File: config.mk
export PLATFORM = sky130hd
export DESIGN_NAME = lsu_mem_ctrl
export DESIGN_NICKNAME = d
export VERILOG_FILES = /design/src/rtl/lsu_mem_ctrl.sv
export SDC_FILE = /design/constraint.sdc
export NUM_CORES = 1
export LEC_CHECK = 0
export ABC_AREA = 1
export BUFFER_PORTS_ARGS = -buffer_cell sky130_fd_sc_hd__buf_2
export CORE_MARGIN = 4
export CORE_UTILIZATION = 45
export DETAILED_ROUTE_END_ITERATION = 8
export PLACE_DENSITY = 0.73
export SLEW_MARGIN = 20
export SYNTH_ARGS = -nofsm -noshare
export SYNTH_HDL_FRONTEND = slang
export SYNTH_SLANG_ARGS = --single-unit
File: constraint.sdc
create_clock -name clk -period 4.09 [get_ports clk]
set_input_delay 0.2045 -clock clk [delete_from_list [all_inputs] [get_ports clk]]
set_output_delay 0.2045 -clock clk [all_outputs]
set_load 0.05 [all_outputs]
File: src/rtl/lsu_mem_ctrl.sv
// Load/store initiator between the core execute stage and a word-organised data memory.
// Performs lane extraction with extension for loads and read-modify-write for sub-word stores.
module lsu_mem_ctrl #(
    parameter int XLEN       = 32,
    parameter int MEM_ADDR_W = 8
) (
    input  logic            clk,
    input  logic            rst,
    input  logic            req_valid,
    output logic            req_ready,
    input  logic            req_we,
    input  logic [2:0]      req_funct3,
    input  logic [XLEN-1:0] req_addr,
    input  logic [XLEN-1:0] req_wdata,
    output logic            resp_valid,
    input  logic            resp_ready,
    output logic [XLEN-1:0] resp_rdata,
    output logic            resp_err,
    output logic            mem_read,
    output logic            mem_write,
    output logic [XLEN-1:0] mem_addr,
    output logic [XLEN-1:0] mem_wdata,
    input  logic [XLEN-1:0] mem_rdata,
    output logic [2:0]      state_dbg
);

    // Handshakes: a transfer happens on a rising edge where valid and ready are both 1;
    // the response holds valid, data and err stable until resp_ready is seen.

    typedef enum logic [2:0] {
        S_IDLE   = 3'd0,
        S_RD     = 3'd1,
        S_RMW_RD = 3'd2,
        S_WR     = 3'd3,
        S_RESP   = 3'd4
    } state_t;

    state_t state, state_next;

    logic [XLEN-1:0] addr_q;
    logic [2:0]      funct3_q;
    logic            we_q;
    logic            err_q;
    logic [XLEN-1:0] rdata_q;
    logic [XLEN-1:0] merge_q;

    logic            accept;
    logic            f3_bad;
    logic            misaligned;
    logic            out_of_range;
    logic            req_err;
    logic [7:0]      byte_val;
    logic [15:0]     half_val;
    logic [XLEN-1:0] load_data;
    logic [XLEN-1:0] merge_data;

    assign accept    = req_valid && req_ready;
    assign state_dbg = state;
    assign mem_addr  = {addr_q[XLEN-1:2], 2'b00};

    // Request checks are evaluated on the live request so faults skip memory entirely.
    always_comb begin
        f3_bad = 1'b0;
        if (req_we) begin
            f3_bad = !(req_funct3 inside {3'b000, 3'b001, 3'b010});
        end else begin
            f3_bad = !(req_funct3 inside {3'b000, 3'b001, 3'b010, 3'b100, 3'b101});
        end
    end

    always_comb begin
        misaligned = 1'b0;
        case (req_funct3[1:0])
            2'b01:   misaligned = req_addr[0];
            2'b10:   misaligned = |req_addr[1:0];
            default: misaligned = 1'b0;
        endcase
    end

    assign out_of_range = (req_addr >> MEM_ADDR_W) != '0;
    assign req_err      = f3_bad || misaligned || out_of_range;

    // Load lane selection and extension.
    always_comb begin
        byte_val = 8'h00;
        case (addr_q[1:0])
            2'd0:    byte_val = mem_rdata[7:0];
            2'd1:    byte_val = mem_rdata[15:8];
            2'd2:    byte_val = mem_rdata[23:16];
            default: byte_val = mem_rdata[31:24];
        endcase
    end

    assign half_val = addr_q[1] ? mem_rdata[31:16] : mem_rdata[15:0];

    always_comb begin
        load_data = mem_rdata;
        case (funct3_q)
            3'b000:  load_data = {{(XLEN-8){byte_val[7]}}, byte_val};
            3'b001:  load_data = {{(XLEN-16){half_val[15]}}, half_val};
            3'b100:  load_data = {{(XLEN-8){1'b0}}, byte_val};
            3'b101:  load_data = {{(XLEN-16){1'b0}}, half_val};
            default: load_data = mem_rdata;
        endcase
    end

    // merge_q carries the store data until the old word arrives, then the merged word.
    always_comb begin
        merge_data = mem_rdata;
        if (funct3_q[1:0] == 2'b00) begin
            case (addr_q[1:0])
                2'd0:    merge_data[7:0]   = merge_q[7:0];
                2'd1:    merge_data[15:8]  = merge_q[7:0];
                2'd2:    merge_data[23:16] = merge_q[7:0];
                default: merge_data[31:24] = merge_q[7:0];
            endcase
        end else begin
            if (addr_q[1]) begin
                merge_data[31:16] = merge_q[15:0];
            end else begin
                merge_data[15:0] = merge_q[15:0];
            end
        end
    end

    always_ff @(posedge clk or negedge rst) begin
        if (!rst) begin
            state <= S_IDLE;
        end else begin
            state <= state_next;
        end
    end

    always_comb begin
        state_next = state;
        case (state)
            S_IDLE: begin
                if (accept) begin
                    if (req_err) begin
                        state_next = S_RESP;
                    end else if (!req_we) begin
                        state_next = S_RD;
                    end else if (req_funct3[1:0] == 2'b10) begin
                        state_next = S_WR;
                    end else begin
                        state_next = S_RMW_RD;
                    end
                end
            end
            S_RD:     state_next = S_RESP;
            S_RMW_RD: state_next = S_WR;
            S_WR:     state_next = S_RESP;
            S_RESP: begin
                if (resp_ready) begin
                    state_next = S_IDLE;
                end
            end
            default:  state_next = S_IDLE;
        endcase
    end

    always_comb begin
        req_ready  = 1'b0;
        resp_valid = 1'b0;
        resp_rdata = '0;
        resp_err   = 1'b0;
        mem_read   = 1'b0;
        mem_write  = 1'b0;
        mem_wdata  = '0;
        case (state)
            S_IDLE:   req_ready = rst;
            S_RD:     mem_read  = 1'b1;
            S_RMW_RD: mem_read  = 1'b1;
            S_WR: begin
                mem_write = 1'b1;
                mem_wdata = merge_q;
            end
            S_RESP: begin
                resp_valid = 1'b1;
                resp_rdata = (we_q || err_q) ? '0 : rdata_q;
                resp_err   = err_q;
            end
            default: ;
        endcase
    end

    always_ff @(posedge clk or negedge rst) begin
        if (!rst) begin
            addr_q   <= '0;
            funct3_q <= '0;
            we_q     <= 1'b0;
            err_q    <= 1'b0;
            rdata_q  <= '0;
            merge_q  <= '0;
        end else begin
            case (state)
                S_IDLE: begin
                    if (accept) begin
                        addr_q   <= req_addr;
                        funct3_q <= req_funct3;
                        we_q     <= req_we;
                        err_q    <= req_err;
                        rdata_q  <= '0;
                        merge_q  <= req_wdata;
                    end
                end
                S_RD:     rdata_q <= load_data;
                S_RMW_RD: merge_q <= merge_data;
                default: ;
            endcase
        end
    end

endmodule

==> results of run 1 <==
[cell usage after synthesis (2+ instances only)]
library cell  instances  area [µm²]
a21oi_1              38         190
a31oi_1               9        56.3
and2_1                6        37.5
buf_2                11        55.1
buf_4                36         270
buf_6                 8        90.1
clkbuf_1             19        71.3
dfrtp_1             104        2600
ha_1                  3        37.5
inv_1                71         267
inv_2                11        41.3
mux2i_1               8        80.1
nand2_1             268        1010
nand2_2               5        31.3
nand2_4               3        33.8
nand3_1              13        65.1
nor2_1              125         469
nor2_4                2        22.5
nor3_1                2        10.0
o2111ai_1             6        52.6
o21ai_0              75         375
o21ai_1              24         120
o22ai_1               9        56.3
o31ai_1               4        30.0
[kinds of logic (layout without fill, tap and decap cells)]
kind of cell	Yosys count	count (layout)
buffers and inverters	157	307
adders and majority gates	3	3
and+or+nand+nor	433	433
other	1	2
AOI/OAI and AO/OA	169	169
muxes	8	8
DFF	104	104
[per-stage QoR]
step	std cells	util, %	total power, mW
finish	1202	54.6	4.69
global route	1202	54.6	5.02
floorplan	876	-	3.58
detailed placement	1185	52.4	3.85
CTS	1202	54.6	4.70
global placement	1185	52.4	3.82
[area by class of cell]
class                   instances  area (µm²)
fillers                      1361        6080
inverters                      82         308
repair buffers                209        1060
clock inverters                 6        60.1
well taps                     176         220
multi-input cells             615        2840
clock buffers                  10         229
flip-flops and latches        104        2600
[worst min-delay path, delay by kind of cell]
kind	cells	cell delay (ns)
and+or+nand+nor	2	0.09
buffers and inverters	1	0.07
[worst paths after layout]
| check | start | endpoint | slack (ns) |
|---|---|---|---|
| max in group asynchronous | rst | rdata_q[7] | 2.50 |
| worst min register to register | addr_q[15] | addr_q[15] | 0.47 |
| min in group asynchronous | rst | addr_q[23] | 0.38 |
| worst max register to register | state_dbg[2] | rdata_q[25] | 1.82 |
| worst max-delay path | state_dbg[2] | mem_read | 1.48 |
| worst min-delay path | req_addr[6] | addr_q[6] | 0.05 |
[state kept, by name, indices dropped and copies added, names as in the netlist]
| name | count |
|---|---|
| we_q | 1 |
| state_dbg | 3 |
| funct3_q | 3 |
| rdata_q | 32 |
| err_q | 1 |
| addr_q | 32 |
| merge_q | 32 |
[per-layer routing]
metal	global-route usage, %	share of wire (%)
met1	34.4	45
met2	33.8	44
met3	4.15	9.2
met4	6.06	2.1
met5	0	0
[report_power, final]
part	leakage (nW)	internal (mW)	switching, mW
registers	1.32	1.37	0.263
logic	2.62	0.551	1.65
clock network	0.138	0.472	0.383
total	4.08	2.39	2.30
==> qor.txt, run 1 <==
Placed Instance Area: 7020 µm²
Final ANT Viol Nets: 0
Worst path cell trace: inv_1 > nand2_1 > nor2_2 > inv_2 > nand2_1 > buf_2
XOR/XNOR Fraction of Synth Area: 0%
Synth Warn #: 0
GRT Util Overall: 22.8%
Fraction of layout cells with a size suffix above 1: 24.8%
Synth Instances: 875
RSZ-0062 raised after global routing: false
Mux cell area share after synthesis: 1.29%
CTS Hold Buffers Added: 1
Hold slack: 0.0522 ns
Pleak: 4.08 nW
Pin count of the biggest net entering global routing: 65
CP top delay family: simple AND/OR/NAND/NOR gates
Hold Fails Final Rpt: 0
Die Y: 126 µm
Post-Route WL: 18.2 mm
Crit share post-route: 63.8%
Row Count: 42
EDFF count, synth: 0
Worst-path clk slew: 0.07 ns
Wire per inst: 15.1 µm
Post-DP HPWL: 13.9 mm
Post-Synth Simple-Gate Area: 28.5%
Drt drc: 0
Setup TNS: 0 ns
I/O pins: 208
Max Buffers Root-to-Sink: 2
Worst hold path class: input port to flop
Post-Synthesis Mean Instance Area: 7.12 µm²
CP Capture Type: output port
Antenna violations before repair: 0
DRT iter0 DRCs: 552
Crit Path Class: flop to output port
GRT overflow: 0
Fin. max-slew vios: 0
Final WS setup: 1.48 ns
Worst path max stage delay: 0.68 ns
Most used DFF post-synth: dfrtp_1
CTS root buf: clkbuf_16
Post-cts resize count: 0
Initial Util: 46.5%
Post-route minimum period: 2.61 ns
Post-synth ARST share: 100%
Relative slew slack: 36.5%
Peak VDD IR: 357 µV
Clock tree from TritonCTS: built
Post-CTS Setup Inserts: 0
Post-Syn Area: 6230 µm²
TritonCTS Sinks: 104
Pre-CTS WS: 1.76 ns
Run status: complete, no violations
Worst Path Buf+Inv: 3
Port Buffers: 205
Crit start category: flop
Die width: 126 µm
Commonest non-fill, non-tap cell in the layout: nand2_1
Area Overhead vs Synth: 17.5%
Max Fclk: 0.383 GHz
First-pass GRT wire length: 29.4 mm
Total number of vias: 5,989
Largest fanout on the critical path: 25
Synth cell types: 39
FF-to-FF path depth: 8
Post-Layout Inst Area: 7320 µm²
Clock Skew: 0.00709 ns
GP Congestion: 0.904
Synthesis-stage register bit count: 104
Worst EP arrival: 2.40 ns
Worst slew pin tran: 0.951 ns
Critical Path RT: 3.89 ns
H-tree level count: 3
Worst Hold Depth: 3
Sequential share of the synthesized area: 41.8%
CP most frequent cell: nand2_1
Crit path depth: 6
Most frequent cells in the layout: nand2_1, buf_2, nor2_1
CORE AREA: 13,400 µm²
Power Dens Cells: 642 nW/µm²
Main combinational cell family by area after synthesis: simple AND/OR/NAND/NOR gates
Vias in the first global route: 5,633
Total die area: 15,800 µm²
Num CTS Buffers: 9
Slowest CP cell: nor2_2
Adder-cell share of the synthesized area: 0.603%
Nets: 1,128
Insertion delay to the later sink of the worst-skew pair: 0.35 ns
Vias per inst: 4.98
N_diodes: 0
DR pass1 iterations: 6
Synth Area in Compound Gates: 14.9%
Maxcap violations: 0
Setup violators final: 0
(Power assumes the default switching activity.)
==> run 2, diff against run 1 <==
Settings changed: PLACE_DENSITY 0.73 to 0.75.
Clock period 4.09 ns to 2.2 ns, I/O delays scaled along.
==> run 2 against run 1 <==
- utilization increased by 4.4 points
- final cell count increased by 3.2%
- global-route usage increased by 1.1 points
- wire length increased by 6.0%
- total power increased by 91%
- non-clock buffer count increased by 39
- clock skew increased by 0.0021 ns
- design area increased by 8.1%
- sequential power increased by 82%
- hold slack got worse by 0.048 ns
- worst setup slack got worse by 1.3 ns
- sequential share of layout area decreased by 2.6 points
==> qor.txt, run 2 (synthesis results as in run 1) <==
Run status: complete, no violations
Post-CTS Setup Inserts: 0
Vias in the first global route: 5,933
Crit start category: flop
GRT overflow: 0
N_diodes: 0
Pleak: 4.26 nW
Worst hold path class: input port to flop
CP most frequent cell: nand2_1
DRT iter0 DRCs: 566
Commonest non-fill, non-tap cell in the layout: nand2_1
Worst Hold Depth: 3
Peak VDD IR: 498 µV
Port Buffers: 205
Worst-path clk slew: 0.07 ns
Wire per inst: 15.6 µm
Antenna violations before repair: 0
Pin count of the biggest net entering global routing: 105
Hold slack: 0.00457 ns
Drt drc: 0
Slowest CP cell: dfrtp_1
GP Congestion: 0.951
CTS root buf: clkbuf_16
Area Overhead vs Synth: 27.0%
Post-Layout Inst Area: 7910 µm²
Setup violators final: 0
Clock Skew: 0.00921 ns
I/O pins: 208
CP Capture Type: output port
Max Buffers Root-to-Sink: 2
Vias per inst: 5.07
Total die area: 15,800 µm²
Final WS setup: 0.204 ns
Worst path cell trace: inv_1 > nand2_1 > nor2_4 > inv_2 > nand2_1 > buf_2
Num CTS Buffers: 9
Hold Fails Final Rpt: 0
Die Y: 126 µm
Worst slew pin tran: 0.646 ns
Most frequent cells in the layout: nand2_1, buf_2, dfrtp_1
FF-to-FF path depth: 7
Post-Route WL: 19.3 mm
DR pass1 iterations: 5
Clock tree from TritonCTS: built
CORE AREA: 13,400 µm²
Die width: 126 µm
Crit Path Class: flop to output port
Maxcap violations: 0
Fraction of layout cells with a size suffix above 1: 28.7%
Pre-CTS WS: 0.307 ns
Insertion delay to the later sink of the worst-skew pair: 0.35 ns
GRT Util Overall: 23.9%
Total number of vias: 6,291
Max Fclk: 0.501 GHz
Fillers: 1,294
Post-layout util: 59.0%
Post-route minimum period: 2.00 ns
Crit share post-route: 90.7%
Power Dens Cells: 1140 nW/µm²
Critical Path RT: 2.09 ns
H-tree level count: 3
TritonCTS Sinks: 104
RSZ-0062 raised after global routing: false
Worst path max stage delay: 0.41 ns
Fin. max-slew vios: 0
Final ANT Viol Nets: 0
Initial Util: 46.5%
Post-DP HPWL: 14.3 mm
Nets: 1,167
Worst EP arrival: 1.89 ns
First-pass GRT wire length: 30.8 mm
Largest registers: addr_q (32), merge_q (32), rdata_q (32)
Relative slew slack: 56.9%
Largest fanout on the critical path: 11
Placed Instance Area: 7300 µm²
Row Count: 42
run 2: cell types whose count changed in the layout (fill, tap and decap cells not counted), sizes merged:
cell | previous run | this run
clkbuf | 10 | 11
clkinvlp | 2 | 0
dlygate4sd3 | 1 | 32
buf | 208 | 216
run 2: cell type report:
cell class	instances	area, µm²	area share, %
Sequential cell	104	2610	32.9
Multi-Input combinational cell	615	3020	38.2
Timing Repair Buffer	248	1470	18.6
Inverter	82	308	3.89
Clock buffer	11	243	3.07
Tap cell	176	220	2.78
Clock inverter	4	45.0	0.569
run 2: worst paths after layout:
| path | slack (ns) | to | from |
|---|---|---|---|
| max in group asynchronous | 1.38 | rdata_q[24] | rst |
| max | 0.20 | mem_read | state_dbg[2] |
| min | 0.005 | addr_q[1] | req_addr[1] |
| min in group asynchronous | 0.40 | addr_q[26] | rst |
| max reg2reg | 0.25 | rdata_q[17] | addr_q[1] |
| min reg2reg | 0.48 | addr_q[22] | addr_q[22] |
run 2: report_power, final:
| group | switching [mW] | total [mW] | internal (mW) | leakage, nW |
|---|---|---|---|---|
| clock | 0.687 | 1.59 | 0.902 | 0.145 |
| sequential | 0.425 | 2.97 | 2.55 | 1.32 |
| combinational | 3.32 | 4.43 | 1.11 | 2.79 |
run 2: timing repair:
item,4_1_cts,5_1_grt
gates resized for setup,0,1
hold endpoints to repair,135,0
hold buffers,32,0
setup endpoints to repair,0,1
run 2: metrics by stage:
| step | setup TNS [ns] | total power [mW] | std cells |
|---|---|---|---|
| 2_1_floorplan | -0.510 | 6.77 | 876 |
| 3_3_place_gp | 0 | 7.28 | 1193 |
| 3_5_place_dp | 0 | 7.36 | 1193 |
| 4_1_cts | 0 | 9.01 | 1240 |
| 5_1_grt | 0 | 9.57 | 1240 |
| 6_report | 0 | 8.99 | 1240 |
run 2: metal layers:
| layer | part of all wire [%] | track usage (%) | vias to the layer above |
|---|---|---|---|
| met5 | 0 | 0 | - |
| met1 | 45 | 34.9 | 2905 |
| met3 | 6.9 | 3.30 | 39 |
| met2 | 45 | 36.4 | 252 |
| met4 | 2.8 | 8.86 | 0 |
| li1 | - | - | 3095 |
run 2: critical path, delay by kind of cell, from the launching register on:
kind                   cells  cell delay [ns]
DFF                        1             0.41
and+or+nand+nor            3             0.58
buffers and inverters      3             0.55
==> run 3, diff against run 2 <==
Settings changed: ABC_AREA 1 to 0, PLACE_DENSITY 0.75 to 0.76.
==> run 3 against run 2 <==
- worst setup slack got worse by 0.11 ns
- non-clock buffer count decreased by 11
- design area shrank 6.6%
- count of clock-buffer cells in the layout down 1
- flip-flop and latch count stayed put
- first-iteration DRC count shrank 19%
- synthesized cell count down 33%
- total power fell by 3.7%
- critical path depth unchanged
- die area down 5.2%
- global-route usage fell by 0.097 points
- highest routed layer unchanged
==> qor.txt, run 3 <==
Fraction of layout cells with a size suffix above 1: 39.5%
Synth Warn #: 0
Post-layout util: 58.0%
Post-Route WL: 18.1 mm
Synthesis-stage register bit count: 104
H-tree level count: 3
EDFF count, synth: 0
Largest area contributor in the netlist: dfrtp_1
TritonCTS Sinks: 104
GR Util met1: 31.8%
Post-Synthesis Mean Instance Area: 10.1 µm²
Pleak: 3.58 nW
Commonest non-fill, non-tap cell in the layout: buf_2
Maxcap violations: 0
Pin count of the biggest net entering global routing: 61
Hold Fails Final Rpt: 0
Hold slack: 0.0155 ns
Critical Path RT: 2.09 ns
Post-Syn Area: 5880 µm²
Sequential share of the synthesized area: 44.2%
Crit share post-route: 95.8%
Synth cell types: 54
Post-DP HPWL: 13.9 mm
N_diodes: 0
Synth top area share: 44.2%
GR Util met2: 39.3%
Largest registers: addr_q (32), merge_q (32), rdata_q (32)
Setup violators final: 0
Antenna violations before repair: 0
CP Capture Type: output port
Relative slew slack: 36.6%
Peak VDD IR: 487 µV
Crit Path Class: flop to output port
Worst path cell trace: nand2b_1 > nor4_4 > buf_4 > buf_8 > and2_1 > buf_2
Vias in the first global route: 4,992
GRT overflow: 0
Post-route minimum period: 2.11 ns
Ranking of synthesized cells by area: dfrtp_1, mux2_2, and2_1
Die Y: 122 µm
GRT Util Overall: 23.8%
Met3 usage: 3.59%
Row Count: 41
Synth top cells by count: dfrtp_1, and2_1, nand2_1, mux2_2, buf_4
Drt drc: 0
Slowest CP cell: dfrtp_2
Power Dens Cells: 1170 nW/µm²
First-pass GRT wire length: 27.3 mm
Num CTS Buffers: 9
Total die area: 15,000 µm²
Post-Layout Inst Area: 7380 µm²
Clock Skew: 0.00567 ns
GR peak layer: met2
Crit start category: flop
Port Buffers: 205
I/O pins: 208
Area Overhead vs Synth: 25.5%
Worst slew pin tran: 0.949 ns
Largest fanout on the critical path: 16
Max Buffers Root-to-Sink: 2
Post-synth ARST share: 100%
Most used DFF post-synth: dfrtp_1
Final Power: 8.65 mW
DR pass1 iterations: 5
Initial Util: 46.2%
Wire per inst: 19.3 µm
Top-count cell post-synth: dfrtp_1
Run status: complete, no violations
CORE AREA: 12,700 µm²
Die width: 122 µm
Final ANT Viol Nets: 0
Most frequent cells in the layout: buf_2, dfrtp_1, and2_1
Fillers: 1,149
Pre-CTS WS: 0.295 ns
Nets: 867
Setup TNS: 0 ns
Worst EP arrival: 2.00 ns
Worst hold path class: input port to flop
Synth Instances: 585
Vias per inst: 5.63
GP Congestion: 0.922
Final WS setup: 0.0927 ns
Placed Instance Area: 6890 µm²
CTS root buf: clkbuf_16
Clock tree from TritonCTS: built
Insertion delay to the later sink of the worst-skew pair: 0.34 ns
Worst-path clk slew: 0.07 ns
# placed instances: 910
Total number of vias: 5,267
Max Fclk: 0.475 GHz
Final Non-Filler Cells: 936
Worst path max stage delay: 0.48 ns
Fin. max-slew vios: 0
DRT iter0 DRCs: 460
==> run 3: cell types whose count changed in the layout (fill, tap and decap cells not counted), moves of 18 or more <==
cell	before	now
dlygate4sd3_1	32	9
o21ai_1	24	0
and2_1	6	67
inv_1	70	4
nand2_1	268	58
nor2_4	18	0
nor2_2	25	2
o21ai_0	75	28
nor2_1	85	25
a21oi_1	38	16
mux2_2	0	42
==> run 3: final cells by class <==
cell class	instances	area, µm²	area share, %
Tap cell	172	215	2.91
Timing Repair Buffer	237	1350	18.3
Multi-Input combinational cell	402	2850	38.6
Clock inverter	5	104	1.41
Clock buffer	10	239	3.24
Sequential cell	104	2600	35.3
Inverter	6	22.5	0.305
==> run 3: path summary, 6_finish.rpt <==
path                              start        endpoint  slack (ns)  cells after the start
setup / recovery           state_dbg[1]  resp_rdata[10]        0.09                      6
hold / removal             req_wdata[5]      merge_q[5]        0.02                      3
setup reg to reg              addr_q[1]     rdata_q[16]        0.26                      4
hold reg to reg              rdata_q[7]      rdata_q[7]        0.49                      1
max in group asynchronous           rst     funct3_q[1]        0.50                      4
min in group asynchronous           rst    state_dbg[0]        0.21                      2
==> run 3: kinds of logic (layout without fill, tap and decap cells) <==
logic type      Yosys count  after routing  share of synthesized area [%]
compound gates          133            133                           16.5
fa+ha+maj                 3              3                          0.638
buf+inv                  80            258                           7.98
flops                   104            104                           44.2
mux                      67             67                           12.6
other cells               1              2                         0.0637
simple gates            197            197                           18.0
==> run 3: timing repair <==
item,in CTS,in global routing
resized for setup,1,16
setup endpoints to repair,5,63
hold buffers,8,1
gates cloned,0,1
buffers inserted,0,1
endpoints found under the hold margin,22,1
pin swaps,0,1
==> run 3: metal layers <==
layer / up-vias / share of wire [%]
li1: 2411 / -
met1: 2523 / 42
met2: 287 / 47
met3: 46 / 8.1
met4: 0 / 3.2
met5: - / 0
==> run 3: worst max-delay path: cells and delay by family (launching register included) <==
| family | cells | cell delay [ns] |
|---|---|---|
| simple gates | 3 | 0.56 |
| buf+inv | 3 | 0.59 |
| flops | 1 | 0.48 |
==> run 3: report_power, final <==
part	total [mW]	internal, mW	switching [mW]
logic	3.78	1.31	2.47
registers	3.04	2.54	0.500
clock network	1.84	1.14	0.699
